==> src/rtl/rect_renderer_if.sv <==
// Pixel-request / pixel-stream bundle between a rectangle client and the
// renderer. The client drives the request fields and out_ready; the renderer
// drives the pixel stream and status flags.
interface rect_renderer_if #(
   parameter int X_W    = 8,
   parameter int Y_W    = 7,
   parameter int SIZE_W = 4
);
   logic              start;
   logic [X_W-1:0]    x0;
   logic [Y_W-1:0]    y0;
   logic [SIZE_W-1:0] w;
   logic [SIZE_W-1:0] h;
   logic              mode;
   logic [2:0]        colour_in;
   logic              out_ready;
   logic [X_W-1:0]    r_x;
   logic [Y_W-1:0]    r_y;
   logic [2:0]        r_colour;
   logic              writeEn;
   logic              busy;
   logic              done;

   modport master (
      output start, x0, y0, w, h, mode, colour_in, out_ready,
      input  r_x, r_y, r_colour, writeEn, busy, done
   );

   modport slave (
      input  start, x0, y0, w, h, mode, colour_in, out_ready,
      output r_x, r_y, r_colour, writeEn, busy, done
   );
endinterface

==> src/rtl/rect_renderer.sv <==
// Rectangle rasteriser: walks a w x h box in raster order, one candidate per
// cycle, and streams visible pixels with a valid/ready style hold.
//
// state  | meaning
// -------+--------------------------------------------------------------
// IDLE   | waiting for start; request fields are captured on start
// DRAW   | scanning candidates (cx, cy); stalls while a pixel is refused
// DONE   | one-cycle completion flag, then back to IDLE
//
// All outputs are registered from the *next* candidate, so the pixel on the
// outputs always corresponds to the current (r_cx, r_cy). A stalled pixel is
// held simply because the counters do not move.
module rect_renderer #(
   parameter int X_W      = 8,
   parameter int Y_W      = 7,
   parameter int SIZE_W   = 4,
   parameter int SCREEN_W = 160,
   parameter int SCREEN_H = 120
) (
   input logic              clk,
   input logic              resetn,
   rect_renderer_if.slave   bus
);

   typedef enum logic [1:0] {S_IDLE, S_DRAW, S_DONE} state_t;

   state_t            r_state, w_nxt_state;
   logic [SIZE_W-1:0] r_cx, r_cy, w_nxt_cx, w_nxt_cy;
   logic [X_W-1:0]    r_x0;
   logic [Y_W-1:0]    r_y0;
   logic [SIZE_W-1:0] r_w, r_h;
   logic              r_mode;
   logic [2:0]        r_col;

   logic [X_W-1:0]    r_out_x;
   logic [Y_W-1:0]    r_out_y;
   logic [2:0]        r_out_col;
   logic              r_we, r_busy, r_done;

   logic              w_in_idle, w_advance, w_last_col, w_last_row;
   logic [X_W-1:0]    w_ox;
   logic [Y_W-1:0]    w_oy;
   logic [SIZE_W-1:0] w_w, w_h;
   logic              w_mode;
   logic [2:0]        w_col;
   logic [X_W:0]      w_sum_x;
   logic [Y_W:0]      w_sum_y;
   logic              w_vis, w_edge, w_nxt_we;

   // State register
   always_ff @(posedge clk or negedge resetn) begin
      if (!resetn) r_state <= S_IDLE;
      else         r_state <= w_nxt_state;
   end

   // Next-state and scan-counter logic
   always_comb begin
      w_nxt_state = r_state;
      w_nxt_cx    = r_cx;
      w_nxt_cy    = r_cy;
      w_advance   = !r_we || bus.out_ready;
      w_last_col  = (r_cx == r_w - 1'b1);
      w_last_row  = (r_cy == r_h - 1'b1);
      case (r_state)
         S_IDLE: begin
            if (bus.start) begin
               w_nxt_cx = '0;
               w_nxt_cy = '0;
               if (bus.w == '0 || bus.h == '0) w_nxt_state = S_DONE;
               else                            w_nxt_state = S_DRAW;
            end
         end
         S_DRAW: begin
            if (w_advance) begin
               if (w_last_col && w_last_row) begin
                  w_nxt_state = S_DONE;
                  w_nxt_cx    = '0;
                  w_nxt_cy    = '0;
               end else if (w_last_col) begin
                  w_nxt_cx = '0;
                  w_nxt_cy = r_cy + 1'b1;
               end else begin
                  w_nxt_cx = r_cx + 1'b1;
               end
            end
         end
         S_DONE:  w_nxt_state = S_IDLE;
         default: w_nxt_state = S_IDLE;
      endcase
   end

   // Candidate pixel for the next cycle; the first candidate uses the live
   // request so it can appear on the outputs right after start is sampled
   always_comb begin
      w_in_idle = (r_state == S_IDLE);
      w_ox      = w_in_idle ? bus.x0        : r_x0;
      w_oy      = w_in_idle ? bus.y0        : r_y0;
      w_w       = w_in_idle ? bus.w         : r_w;
      w_h       = w_in_idle ? bus.h         : r_h;
      w_mode    = w_in_idle ? bus.mode      : r_mode;
      w_col     = w_in_idle ? bus.colour_in : r_col;
      w_sum_x   = (X_W+1)'(w_ox) + (X_W+1)'(w_nxt_cx);
      w_sum_y   = (Y_W+1)'(w_oy) + (Y_W+1)'(w_nxt_cy);
      w_vis     = (w_sum_x < (X_W+1)'(SCREEN_W)) && (w_sum_y < (Y_W+1)'(SCREEN_H));
      w_edge    = !w_mode || (w_nxt_cx == '0) || (w_nxt_cx == w_w - 1'b1)
                  || (w_nxt_cy == '0) || (w_nxt_cy == w_h - 1'b1);
      w_nxt_we  = (w_nxt_state == S_DRAW) && w_vis && w_edge;
   end

   // Request capture, scan counters and registered outputs
   always_ff @(posedge clk or negedge resetn) begin
      if (!resetn) begin
         r_cx      <= '0;
         r_cy      <= '0;
         r_x0      <= '0;
         r_y0      <= '0;
         r_w       <= '0;
         r_h       <= '0;
         r_mode    <= 1'b0;
         r_col     <= '0;
         r_out_x   <= '0;
         r_out_y   <= '0;
         r_out_col <= '0;
         r_we      <= 1'b0;
         r_busy    <= 1'b0;
         r_done    <= 1'b0;
      end else begin
         if (w_in_idle && bus.start) begin
            r_x0   <= bus.x0;
            r_y0   <= bus.y0;
            r_w    <= bus.w;
            r_h    <= bus.h;
            r_mode <= bus.mode;
            r_col  <= bus.colour_in;
         end
         r_cx      <= w_nxt_cx;
         r_cy      <= w_nxt_cy;
         r_out_x   <= w_sum_x[X_W-1:0];
         r_out_y   <= w_sum_y[Y_W-1:0];
         r_out_col <= w_col;
         r_we      <= w_nxt_we;
         r_busy    <= (w_nxt_state != S_IDLE);
         r_done    <= (w_nxt_state == S_DONE);
      end
   end

   assign bus.r_x      = r_out_x;
   assign bus.r_y      = r_out_y;
   assign bus.r_colour = r_out_col;
   assign bus.writeEn  = r_we;
   assign bus.busy     = r_busy;
   assign bus.done     = r_done;

endmodule

==> src/flat_wrapper.sv <==
// flat-port wrapper written by rule: the top's interface ports become plain ports
module rect_renderer_flat 
#(
   parameter int X_W      = 8,
   parameter int Y_W      = 7,
   parameter int SIZE_W   = 4,
   parameter int SCREEN_W = 160,
   parameter int SCREEN_H = 120
)
  (clk, resetn, bus_start, bus_x0, bus_y0, bus_w, bus_h, bus_mode, bus_colour_in, bus_out_ready, bus_r_x, bus_r_y, bus_r_colour, bus_writeEn, bus_busy, bus_done);
  rect_renderer_if #(.X_W(X_W), .Y_W(Y_W), .SIZE_W(SIZE_W)) bus_i ();
  input logic clk;
  input logic resetn;
  input wire logic [$bits(bus_i.start)-1:0] bus_start;
  input wire logic [$bits(bus_i.x0)-1:0] bus_x0;
  input wire logic [$bits(bus_i.y0)-1:0] bus_y0;
  input wire logic [$bits(bus_i.w)-1:0] bus_w;
  input wire logic [$bits(bus_i.h)-1:0] bus_h;
  input wire logic [$bits(bus_i.mode)-1:0] bus_mode;
  input wire logic [$bits(bus_i.colour_in)-1:0] bus_colour_in;
  input wire logic [$bits(bus_i.out_ready)-1:0] bus_out_ready;
  output wire logic [$bits(bus_i.r_x)-1:0] bus_r_x;
  output wire logic [$bits(bus_i.r_y)-1:0] bus_r_y;
  output wire logic [$bits(bus_i.r_colour)-1:0] bus_r_colour;
  output wire logic [$bits(bus_i.writeEn)-1:0] bus_writeEn;
  output wire logic [$bits(bus_i.busy)-1:0] bus_busy;
  output wire logic [$bits(bus_i.done)-1:0] bus_done;
  assign bus_i.start = bus_start;
  assign bus_i.x0 = bus_x0;
  assign bus_i.y0 = bus_y0;
  assign bus_i.w = bus_w;
  assign bus_i.h = bus_h;
  assign bus_i.mode = bus_mode;
  assign bus_i.colour_in = bus_colour_in;
  assign bus_i.out_ready = bus_out_ready;
  assign bus_r_x = bus_i.r_x;
  assign bus_r_y = bus_i.r_y;
  assign bus_r_colour = bus_i.r_colour;
  assign bus_writeEn = bus_i.writeEn;
  assign bus_busy = bus_i.busy;
  assign bus_done = bus_i.done;
  rect_renderer #(.X_W(X_W), .Y_W(Y_W), .SIZE_W(SIZE_W), .SCREEN_W(SCREEN_W), .SCREEN_H(SCREEN_H)) u_core (.clk(clk), .resetn(resetn), .bus(bus_i));
endmodule
==> config.mk <==
export PLATFORM = sky130hd
export DESIGN_NAME = rect_renderer_flat
export DESIGN_NICKNAME = d
export VERILOG_FILES = /design/src/rtl/rect_renderer_if.sv /design/src/rtl/rect_renderer.sv /design/src/flat_wrapper.sv
export SDC_FILE = /design/constraint.sdc
export NUM_CORES = 1
export LEC_CHECK = 0
export CAP_MARGIN = 20
export CELL_PAD_IN_SITES_DETAIL_PLACEMENT = 0
export CELL_PAD_IN_SITES_GLOBAL_PLACEMENT = 1
export CORE_ASPECT_RATIO = 0.5
export CORE_MARGIN = 2
export CORE_UTILIZATION = 44
export CTS_CLUSTER_SIZE = 24
export DETAILED_ROUTE_END_ITERATION = 6
export PLACE_DENSITY = 0.91
export SETUP_SLACK_MARGIN = 0.1
export SYNTH_ARGS = -nofsm -noshare
export SYNTH_HDL_FRONTEND = slang
export SYNTH_SLANG_ARGS = --single-unit
==> constraint.sdc <==
create_clock -name clk -period 10.8 [get_ports clk]
set_input_delay 1.62 -clock clk [delete_from_list [all_inputs] [get_ports clk]]
set_output_delay 1.62 -clock clk [all_outputs]
set_load 0.02 [all_outputs]
Word level (Yosys, flattened, before mapping). Cells that the tools add are included.

Add/subtract/negate cells: 8. $lt $le $gt $ge: 2. Eq/ne operators: 7. Multiplexer cells: 21. Reductions and logical operators: 19.

Operator list (number): 2-to-1 mux 4 bit (10); == test 4 bit (4); zero test 4 bit (4); one-hot mux 4 bit (2 select lines) (2); subtractor 4 x 1 -> 4 bit (second input constant) (4); adder 8 x 4 -> 9 bit (1); less-than comparator 9 x 8 -> 1 bit (second input constant) (1); adder 4 x 1 -> 4 bit (second input constant) (2); adder 7 x 4 -> 8 bit (1); less-than comparator 8 x 7 -> 1 bit (second input constant) (1); 2-to-1 mux 2 bit (4); 2-to-1 mux 8 bit (1); 2-to-1 mux 7 bit (1); logical OR 1 bit (6); logical AND 1 bit (5); == test 2 x 1 -> 1 bit (second input constant) (2); one-hot mux 2 bit (2 select lines) (1); 2-to-1 mux 3 bit (1); == test 2 bit (second input constant) (1); zero test 1 bit (2); zero test 2 bit (1); nonzero test 2 bit (1); 2-to-1 mux 1 bit (1).

Bits in registers: 58. Input bits: 31. Output and inout bits: 21. Word-level logic and storage cells: 72.

Logic depth before layout (Yosys ltp).
Depth in word-level cells: 12. Depth in mapped cells: 18. Depth with buffers taken out: 17.

Least setup slack after synthesis. Ideal clock, no wire load.

Path type: input port to flip-flop. Start point: input port bus_out_ready. End point: register u_core.r_we (netlist: u_core.bus.writeEn). Library setup time: 0.074 ns. Arrival: 4.272 ns. Required time: 10.726 ns. Slack: 6.454 ns. Stages on the path: 14. Path through: nor2b_1 > or4_4 > nor2_1 > nand4_1 > o21ai_1 > ha_1 > a21o_1 > a21oi_1 > a21oi_1 > a31oi_1 > a211oi_1 > nor4_1 > nand3_1 > o21ai_2.

Elaborated cells between the ends (all ways): 23. Classes of those cells: add/sub: 2; order compare: 2; eq/ne: 3; mux: 6; reduce/logical: 10.

RTL lines: from (decl) (line flat_wrapper.sv:21) `input wire logic [$bits(bus_i.out_ready)-1:0] bus_out_ready;`; logical OR 1 bit * (line rect_renderer.sv:61) `w_advance = !r_we || bus.out_ready;`; 2-to-1 mux 4 bit * (line rect_renderer.sv:74) `if (w_advance) begin`; one-hot mux 4 bit (2 select lines) * (line rect_renderer.sv:64) `case (r_state)`; via u_core.w_nxt_cy[1] (line rect_renderer.sv:28) `logic [SIZE_W-1:0] r_cx, r_cy, w_nxt_cx, w_nxt_cy;`; adder 7 x 4 -> 8 bit (line rect_renderer.sv:103) `w_sum_y = (Y_W+1)'(w_oy) + (Y_W+1)'(w_nxt_cy);`; less-than comparator 8 x 7 -> 1 bit (line rect_renderer.sv:104) `w_vis = (w_sum_x < (X_W+1)'(SCREEN_W)) && (w_sum_y < (Y_W+1)'(SCREEN_H));`; logical AND 1 bit (line rect_renderer.sv:104); logical AND 1 bit (line rect_renderer.sv:107) `w_nxt_we = (w_nxt_state == S_DRAW) && w_vis && w_edge;`; logical AND 1 bit * (line rect_renderer.sv:107); via u_core.w_nxt_we (line rect_renderer.sv:48) `logic w_vis, w_edge, w_nxt_we;`; to (signal assigned) (line rect_renderer.sv:141) `r_we <= w_nxt_we;`; to (decl) (line rect_renderer.sv:38) `logic r_we, r_busy, r_done;`.

The timed path passes the listed nets; every way through them passes the cells marked *. A chain may end at the register's enable or synchronous reset.

Worst setup path in the final report.
Start point: input port bus_start. End point: register u_core.r_we (netlist: u_core.bus.writeEn).

Elaborated cells between the ends (all ways): 22. Classes of those cells: add/sub: 2; order compare: 2; eq/ne: 3; mux: 6; reduce/logical: 9.

RTL lines: from (decl) (line flat_wrapper.sv:14) `input wire logic [$bits(bus_i.start)-1:0] bus_start;`; 2-to-1 mux 4 bit * (line rect_renderer.sv:66) `if (bus.start) begin`; one-hot mux 4 bit (2 select lines) * (line rect_renderer.sv:64); via u_core.w_nxt_cy[1] (line rect_renderer.sv:28); adder 7 x 4 -> 8 bit (line rect_renderer.sv:103); less-than comparator 8 x 7 -> 1 bit (line rect_renderer.sv:104); logical AND 1 bit (line rect_renderer.sv:104); logical AND 1 bit (line rect_renderer.sv:107); logical AND 1 bit * (line rect_renderer.sv:107); via u_core.w_nxt_we (line rect_renderer.sv:48).

Marked as above.

==> flow_metrics.py <==
metrics = {
    "status": {
        "status": "finished, final reports clean",
    },
    "critical_path": {
        "required_ns": 11.04,
        "endpoint_kind": "flip-flop",
        "critPathKind": "in -> reg",
        "critPathMaxFanout": 27,
        "critPathLaunchType": "input port",
        "cp.arrival_ns": 5.85,
    },
    "logic_synthesis": {
        "async_reset_ff_share_pct": 100,
        "synth_top_family_by_area": "simple AND/OR/NAND/NOR gates",
        "ys.flop_type": "dfrtp_1",
        "synthSimpleGateAreaFrac_pct": 18.0,
        "synth_mux_area_share_pct": 8.73,
        "yosysTopAreaCellShare_pct": 43.1,
        "synth_cell_type_count": 49,
        "synth_adder_area_share_pct": 6.39,
        "yosys.area.top_type": "dfrtp_1",
        "synth_edf_count": 0,
        "synth_xor_area_share_pct": 9.40,
        "postSynthAreaPerCell_um2": 9.68,
        "syn_nets": 395,
        "synth_area_leaders": "dfrtp_1, nand2_1, ha_1",
        "synth_warnings": 0,
        "synth_compound_area_share_pct": 11.4,
        "synthTopCellsByCount": "nand2_1, dfrtp_1, mux2i_1, xnor2_1, inv_1",
        "netlist_area_um2": 3370,
        "yosysMostFrequentCell": "nand2_1",
        "ys_seq_area_share_pct": 43.1,
        "syn_inst": 348,
        "synth_seq_cells": 58,
    },
    "floorplanning": {
        "rows": 22,
        "fp.dieH_um": 65.9,
        "core_area_um2": 7380,
        "ios": 52,
        "start_util_pct": 45.6,
        "dieArea_um2": 8410,
        "dieWidth_um": 128,
    },
    "route": {
        "route.detailed.wl_per_inst_um": 15.8,
        "route.detailed.drc": 0,
        "routed_wl_mm": 7.92,
        "dr.pass1.iters": 4,
        "drtAntennaViolNets": 0,
        "drt_iter0_drc": 179,
        "viasPerCell": 5.39,
        "vias": 2708,
    },
    "pwr": {
        "p_comb_share_pct": 57.5,
        "p_per_area_nw_per_um2": 368,
        "p_leak_uw": 0.00190,
        "seqPwrFrac_pct": 25.2,
        "ir_drop_uv": 147,
        "switching_share_pct": 42.8,
        "p_switching_uw": 670,
        "pwr-share-clk_pct": 17.3,
        "p_int_uw": 896,
    },
    "clocking": {
        "numClockSinks": 58,
        "clkLatencyLatePin_ns": 0.32,
        "cts.clk_slew.worst_paths_ns": 0.05,
        "h-tree-depth": 3,
        "cts_tree": "yes",
        "cts_setup_buffers": 0,
        "cts_buffer_depth": 2,
        "post_cts_resized": 0,
        "cts.root.buffer_cell": "clkbuf_16",
        "tritoncts.num_buffers": 9,
        "cts-hold-fix-buffers": 0,
    },
    "global_route": {
        "grt_antenna_before_repair": 0,
        "grt_max_degree": 59,
        "grt_use_total_pct": 20.4,
        "grt_pass1_wl_mm": 13.2,
        "grt_overflow_total": 0,
        "first_global_vias": 2806,
    },
    "timing": {
        "final-setup-viol-count": 0,
        "tightest_slew_ns": 1.09,
        "finalCritPeriodShare_pct": 51.9,
        "fin_crit_ns": 5.60,
        "hold_viol": 0,
        "drv_slew": 0,
        "hold_ws_ns": 0.474,
        "rsz0062_at_grt": "false",
        "tns_ns": 0,
        "skew_ns": 0.00791,
        "fmax_ghz": 0.178,
        "relSlewSlack_pct": 27.3,
    },
    "place": {
        "gp_routability_congestion": 0.896,
        "portBuffers": 51,
        "dp.final_hpwl_mm": 5.58,
        "placed_cell_area_um2": 3970,
    },
    "layout": {
        "final_util_pct": 57.8,
        "antennaDiodeCount": 0,
        "drive_gt1_share_pct": 10.3,
        "final_cell_area_um2": 4260,
        "nets": 448,
        "area_growth_pct": 26.5,
    },
    "hold_path": {
        "hp-class": "reg -> reg",
    },
    "run": {
        "maxCapViolCount": 0,
    },
}
## critical path, cell delays in order
cell	delay, ns
clkdlybuf4s50_1	0.40
o21bai_1	0.43
inv_1	0.12
nand2_1	0.76
nand2_1	0.12
o21ai_1	0.45
ha_1	0.32
a21o_1	0.17
a21oi_1	0.33
a21oi_1	0.11
a31oi_1	0.17
a211oi_1	0.09
nor4_1	0.45
nand3_1	0.15
o21ai_2	0.14
## logic make-up after synthesis
group                    after synthesis
adder cells (fa/ha/maj)               16
AO/OA/AOI/OAI                         55
AND/OR/NAND/NOR                      133
multiplexers                          28
XOR/XNOR                              32
flip-flops                            58
buffers and inverters                 26
## stage by stage
| step | instances | power (µW) | worst slack [ns] |
|---|---|---|---|
| global route | 502 | 1690 | 4.67 |
| global placement | 486 | 1250 | 5.13 |
| finish | 502 | 1570 | 5.20 |
| detailed placement | 486 | 1290 | 4.88 |
| floorplan | 348 | 1040 | 6.45 |
| CTS | 502 | 1570 | 5.18 |
## power groups by stage
stage / sequential [µW] / combinational, µW / clock, µW
6_report: 394 / 901 / 271
5_1_grt: 406 / 1000 / 285
4_1_cts: 393 / 901 / 275
3_5_place_dp: 396 / 890 / 0
3_3_place_gp: 389 / 865 / 0
2_1_floorplan: 424 / 616 / 0
## final timing paths
path | slack, ns | cells past startpoint | from | to
min reg2reg | 0.47 | 2 | u_core.r_y0[5] | u_core.r_y0[5]
max reg2reg | 6.45 | 16 | u_core.r_w[0] | u_core.bus.writeEn
max in group asynchronous | 8.84 | 2 | resetn | u_core.r_cx[3]
max | 5.20 | 15 | bus_start | u_core.bus.writeEn
min | 0.47 | 2 | u_core.r_y0[5] | u_core.r_y0[5]
min in group asynchronous | 1.45 | 2 | resetn | u_core.r_col[2]
## flip-flops by register name, indices dropped and copies added, names as in the netlist, 4 cells and up
name / count
u_core.r_w: 4
u_core.r_x0: 8
u_core.r_cx: 4
u_core.r_cy: 4
u_core.r_y0: 7
u_core.bus.r_x: 8
u_core.r_h: 4
u_core.bus.r_y: 7
## layer usage
| layer | up-vias | global-route usage, % | routed length [µm] |
|---|---|---|---|
| li1 | 1302 | - | - |
| met1 | 1324 | 27.5 | 3650 |
| met2 | 70 | 32.6 | 3730 |
| met3 | 12 | 4.85 | 418 |
| met4 | 0 | 7.14 | 114 |
| met5 | - | 0 | 0 |
## layout by cell type (no fill, tap or decap), drive strengths merged, types with 4 or more instances in the layout
master | synthesis | routed
nand2 | 85 | 85
dfrtp | 58 | 58
clkdlybuf4s50 | 0 | 50
xnor2 | 18 | 18
mux2i | 17 | 17
inv | 15 | 15
a21oi | 14 | 14
ha | 14 | 14
xor2 | 12 | 12
mux2 | 11 | 11
nor2 | 11 | 11
o21ai | 11 | 11
clkbuf | 8 | 10
nor3 | 8 | 8
nor2b | 6 | 6
nand3 | 5 | 5
nor4 | 5 | 5
a31oi | 4 | 4
a21o | 4 | 4
clkinv | 0 | 4
nand4 | 4 | 4
## final cells by class
class	instances	area (µm²)
multi-input combinational	264	1830
fill	642	3120
timing repair buffer	53	520
clock inverter	6	57.6
tap	96	120
inverter	15	56.3
sequential	58	1450
clock buffer	10	229
Note: power is estimated with default switching activity, not from simulation.
